[config.mk]
export PLATFORM = sky130hd
export DESIGN_NAME = moving_average_filter
export DESIGN_NICKNAME = d
export VERILOG_FILES = /design/src/rtl/moving_average_filter_pkg.sv /design/src/rtl/moving_average_channel.sv /design/src/rtl/moving_average_filter.sv
export SDC_FILE = /design/constraint.sdc
export NUM_CORES = 1
export LEC_CHECK = 0
export ABC_AREA = 1
export CAP_MARGIN = 20
export CORE_UTILIZATION = 42
export DETAILED_ROUTE_END_ITERATION = 10
export DONT_BUFFER_PORTS = 1
export HOLD_SLACK_MARGIN = 0.03
export PLACE_DENSITY = 0.65
export SLEW_MARGIN = 20
export SYNTH_ARGS = -nofsm -noshare
export SYNTH_HDL_FRONTEND = slang
export SYNTH_SLANG_ARGS = --single-unit
[constraint.sdc]
create_clock -name CLK -period 9.2 [get_ports CLK]
set_input_delay 1.38 -clock CLK [delete_from_list [all_inputs] [get_ports CLK]]
set_output_delay 1.38 -clock CLK [all_outputs]
set_load 0.03 [all_outputs]
[src/rtl/moving_average_filter_pkg.sv]
// Shared defaults for the audio filter blocks: sample width, window size and channel count.
package moving_average_filter_pkg;

    localparam int FILTER_DEFAULT_WIDTH      = 24;
    localparam int FILTER_DEFAULT_LOG2_DEPTH = 3;
    localparam int FILTER_DEFAULT_CHANNELS   = 2;

endpackage

[src/rtl/moving_average_channel.sv]
// One channel of the boxcar filter: flop-based history, running sum and floor-shift averager.
module moving_average_channel
    import moving_average_filter_pkg::*;
#(
    parameter int WIDTH      = FILTER_DEFAULT_WIDTH,
    parameter int LOG2_DEPTH = FILTER_DEFAULT_LOG2_DEPTH
) (
    input  logic                    clk,
    input  logic                    rst,
    input  logic                    clr,
    input  logic                    in_valid,
    input  logic [LOG2_DEPTH-1:0]   wr_ptr,
    input  logic signed [WIDTH-1:0] sample,
    output logic signed [WIDTH-1:0] avg
);

    localparam int DEPTH = 1 << LOG2_DEPTH;
    localparam int SUM_W = WIDTH + LOG2_DEPTH;

    logic signed [WIDTH-1:0] hist_q [DEPTH];
    logic signed [WIDTH-1:0] hist_d [DEPTH];
    logic signed [SUM_W-1:0] sum_q, sum_d;
    logic signed [SUM_W-1:0] sum_next;
    logic signed [WIDTH-1:0] avg_q, avg_d;

    // Arithmetic shift floors toward -infinity; the quotient always fits WIDTH bits.
    function automatic logic signed [WIDTH-1:0] floor_avg(input logic signed [SUM_W-1:0] s);
        return WIDTH'(s >>> LOG2_DEPTH);
    endfunction

    always_comb begin
        hist_d   = hist_q;
        sum_d    = sum_q;
        avg_d    = avg_q;
        sum_next = sum_q + SUM_W'(sample) - SUM_W'(hist_q[wr_ptr]);
        if (rst || clr) begin
            hist_d = '{default: '0};
            sum_d  = '0;
            avg_d  = '0;
        end else if (in_valid) begin
            hist_d[wr_ptr] = sample;
            sum_d          = sum_next;
            avg_d          = floor_avg(sum_next);
        end
    end

    always_ff @(posedge clk) begin
        hist_q <= hist_d;
        sum_q  <= sum_d;
        avg_q  <= avg_d;
    end

    assign avg = avg_q;

endmodule

[src/rtl/moving_average_filter.sv]
// Multi-channel moving-average filter: shared write pointer, fill tracking and output strobe
// around CHANNELS independent per-channel averagers.
module moving_average_filter
    import moving_average_filter_pkg::*;
#(
    parameter int WIDTH      = FILTER_DEFAULT_WIDTH,
    parameter int LOG2_DEPTH = FILTER_DEFAULT_LOG2_DEPTH,
    parameter int CHANNELS   = FILTER_DEFAULT_CHANNELS
) (
    input  logic                        CLK,
    input  logic                        RESET,
    input  logic                        CLEAR,
    input  logic                        IN_VALID,
    input  logic [CHANNELS*WIDTH-1:0]   IN_DATA,
    output logic                        OUT_VALID,
    output logic [CHANNELS*WIDTH-1:0]   OUT_DATA,
    output logic                        PRIMED
);

    localparam int DEPTH = 1 << LOG2_DEPTH;
    localparam int CNT_W = LOG2_DEPTH + 1;

    logic                  accept;
    logic [LOG2_DEPTH-1:0] wr_ptr_q, wr_ptr_d;
    logic [CNT_W-1:0]      fill_q, fill_d;
    logic                  primed_q, primed_d;
    logic                  out_valid_q, out_valid_d;

    assign accept = IN_VALID && !RESET && !CLEAR;

    always_comb begin
        wr_ptr_d    = wr_ptr_q;
        fill_d      = fill_q;
        primed_d    = primed_q;
        out_valid_d = 1'b0;
        if (RESET || CLEAR) begin
            wr_ptr_d = '0;
            fill_d   = '0;
            primed_d = 1'b0;
        end else if (accept) begin
            out_valid_d = 1'b1;
            wr_ptr_d    = wr_ptr_q + 1'b1;
            if (fill_q != CNT_W'(DEPTH)) begin
                fill_d = fill_q + 1'b1;
            end
            // Rises alongside the output strobe of the DEPTH-th accepted sample.
            if (fill_q == CNT_W'(DEPTH - 1)) begin
                primed_d = 1'b1;
            end
        end
    end

    always_ff @(posedge CLK) begin
        if (RESET) begin
            wr_ptr_q    <= '0;
            fill_q      <= '0;
            primed_q    <= 1'b0;
            out_valid_q <= 1'b0;
        end else begin
            wr_ptr_q    <= wr_ptr_d;
            fill_q      <= fill_d;
            primed_q    <= primed_d;
            out_valid_q <= out_valid_d;
        end
    end

    assign OUT_VALID = out_valid_q;
    assign PRIMED    = primed_q;

    for (genvar k = 0; k < CHANNELS; k++) begin : g_chan
        moving_average_channel #(
            .WIDTH      (WIDTH),
            .LOG2_DEPTH (LOG2_DEPTH)
        ) u_chan (
            .clk      (CLK),
            .rst      (RESET),
            .clr      (CLEAR),
            .in_valid (IN_VALID),
            .wr_ptr   (wr_ptr_q),
            .sample   (IN_DATA[k*WIDTH +: WIDTH]),
            .avg      (OUT_DATA[k*WIDTH +: WIDTH])
        );
    end

endmodule

==> results.toml <==
[worst_setup_path]
max_stage_delay_ns = 0.63
path_delay_family = "buffers and inverters"
worstSetupPathType = "flip-flop to flip-flop"
worst-path-buf-inv = 6
startpoint_type = "flip-flop"
worst-path-max-fanout = 59
critPathArrivalTime_ns = 5.34
crit_required_ns = 9.68
cpMostUsedCell = "inv_1"
cp_cell_sequence = "buf_4, nor2_4, buf_4, a221oi_1, o221ai_1, ha_1, inv_1, ha_1, inv_1, fa_1, inv_1, nand3_1, nand3_1, nand2_1, nand2_1, nand3_1, nand2_1, nor2_1, o21ai_0, inv_1"
endpoint_kind = "flip-flop"
cp_slowest_cell = "dfxtp_4"

[min_path]
hold_path_class = "flip-flop to flip-flop"

[yosys]
synth_edf_count = 0
ys_warn_count = 0
yosys.cell_types.count = 41
async_flop_share_pct = 0
seq_area_frac_synth_pct = 38.20
syn_area_mm2 = 0.02342
synth_fp_nets = 3413
synthCells = 3250
avgSynthCellArea_um2 = 7.207
synth_ff_type = "dfxtp_1"
ys_ff_latch = 447

[die]
fp.dieArea_mm2 = 0.05672
rows = 86
io_pins = 102
design.core.area_mm2 = 0.05509
die_y_um = 238.2
die_w_um = 238.2
start_util_pct = 42.52

[clock_network]
post_cts_resize_count = 0
clockBufferDepth = 3
clk_latency_ns = 0.59
cts_setup_buffers = 0
hold_buffers = 0
cts_tree = "done"
cts-htree-levels = 2
clockRootBuffer = "clkbuf_16"
numCtsBuffers = 46
clkTransAtPathRegs_ns = 0.07
cts.sinks = 447

[timing]
period_share_pct = 52.82
slew_violations = 0
max_slew_margin_pct = 32.79
rsz0062_at_grt = "false"
skew_ns = 0.02146
fmax_mhz = 205.8
tns_ns = 0
final.min_clock_period_ns = 4.860
hold_viol = 0
tightest_slew_ns = 1.006
setup_violations = 0

[grt]
grt_pass1_vias = 19310
grtUsageTotal_pct = 23.54
grt_pass1_wl_um = 107200
antenna_found_initial = 1
grt_max_degree = 115
overflow = 0

[detailed_routing]
vias = 20530
routed_via_density = 5.321
ant_nets = 0
drt_wl_total_um = 67120
firstDrtPassIters = 6
drt_iter0_markers = 1657
detail_route.wl_per_cell_um = 17.39
drc = 0

[finish]
nFillCells = 5584
syn2layout_area_growth_pct = 6.784
drive_gt1_share_pct = 5.113
nNetsFinal = 3237
final_util_pct = 45.40

[placed_design]
dpl.hpwl_um = 43740
io_buffer_count = 0
gp_congestion = 0.9368

[pwr]
p_per_area_mw_per_mm2 = 200.5
peakVddDrop_v = 0.0001370
leakagePower_nw = 11.07

[outcome]
status = "finished clean"

[flow_run]
timing.max_cap.violations = 0
==> registers in the layout, summed over array words and instances, names as in the netlist <==
name,flops
g_chan.u_chan.avg,48
fill_q,4
PRIMED,1
OUT_VALID,1
g_chan.u_chan.hist_q,384
g_chan.u_chan.sum_q,6
wr_ptr_q,3
==> cells in the final DEF (no fill, tap or decap), types with 4 or more instances in the layout <==
cell type,Yosys,layout
a21o_1,4,4
a21oi_1,434,434
a221oi_1,13,13
a221oi_2,30,30
buf_4,59,24
bufinv_16,0,6
clkbuf_1,104,8
clkbuf_16,0,47
clkbuf_8,0,8
clkinv_1,43,43
clkinv_2,0,9
dfxtp_1,447,446
fa_1,52,52
ha_1,59,59
inv_1,402,401
inv_2,7,6
nand2_1,393,393
nand3_1,82,82
nand4_1,12,12
nor2_1,354,344
nor2_4,1,12
nor3_1,30,30
o21ai_0,516,516
o21ai_1,18,18
o21bai_1,5,5
o221ai_1,43,43
o22ai_1,6,6
or2_2,5,5
xnor2_1,4,4
xor2_1,23,23
==> Yosys cell counts (43+ instances only) <==
library cell | n | area [µm²]
o21ai_0 | 516 | 2582
dfxtp_1 | 447 | 8949
a21oi_1 | 434 | 2172
inv_1 | 402 | 1509
nand2_1 | 393 | 1475
nor2_1 | 354 | 1329
clkbuf_1 | 104 | 390.4
nand3_1 | 82 | 410.4
buf_2 | 74 | 370.4
buf_4 | 59 | 442.9
ha_1 | 59 | 738.2
fa_1 | 52 | 1041
clkinv_1 | 43 | 161.4
o221ai_1 | 43 | 376.6
==> where the power goes <==
part	internal (W)	switching, W	total [W]
sequential	0.00197	0.0000673	0.00204
combinational	0.000320	0.000664	0.000984
clock	0.00118	0.000815	0.00199
==> layout make-up <==
class | count | area [µm²] | share of cell area [%]
Sequential cell | 447 | 8952 | 35.79
Tap cell | 748 | 935.9 | 3.742
Clock buffer | 63 | 1316 | 5.262
Timing Repair Buffer | 25 | 207.7 | 0.8304
Inverter | 452 | 1700 | 6.798
Antenna cell | 1 | 2.502 | 0.01000
Multi-Input combinational cell | 2102 | 11600 | 46.38
Clock inverter | 21 | 296.5 | 1.186
==> path summary, 6_finish.rpt <==
kind                                 from                           end  cells after the start  slack, ns
max                           wr_ptr_q[0]      g_chan[0].u_chan.avg[13]                     20       4.34
min          g_chan[1].u_chan.hist_q[172]  g_chan[1].u_chan.hist_q[172]                      2       0.46
max reg2reg                   wr_ptr_q[0]      g_chan[0].u_chan.avg[13]                     20       4.34
min reg2reg  g_chan[1].u_chan.hist_q[172]  g_chan[1].u_chan.hist_q[172]                      2       0.46
==> kinds of logic after synthesis <==
logic type	after synthesis	synth area share, %
flip-flops	447	38.20
buffers and inverters	701	12.61
AO/OA/AOI/OAI	1079	25.50
XOR/XNOR	27	1.010
AND/OR/NAND/NOR	885	15.08
adder cells (fa/ha/maj)	111	7.596
==> worst min-delay path, cell delays in order (launching register included) <==
cell     delay [ns]
dfxtp_1        0.30
inv_1          0.06
a21oi_1        0.05
==> metal layers <==
layer | track usage, % | vias up | wire length (µm)
li1 | - | 10290 | -
met5 | 0 | - | 0
met2 | 40.37 | 563 | 31920
met4 | 7.459 | 0 | 1880
met3 | 2.973 | 98 | 3677
met1 | 30.62 | 9578 | 29640
==> per-stage QoR <==
stage / instance area, µm² / hold slack, ns / power [W] / setup slack, ns / cells
after floorplan: 23420 / 0.4303 / 0.002838 / 5.660 / 3250
after global placement: 23370 / 0.4494 / 0.003052 / 4.406 / 3773
after detailed placement: 23370 / 0.4454 / 0.003052 / 4.335 / 3773
after CTS: 24980 / 0.4545 / 0.005040 / 4.307 / 3857
after global routing: 25010 / 0.4828 / 0.005275 / 3.999 / 3859
final: 25010 / 0.4577 / 0.005014 / 4.340 / 3859
Note: power is estimated with default switching activity, not from simulation.
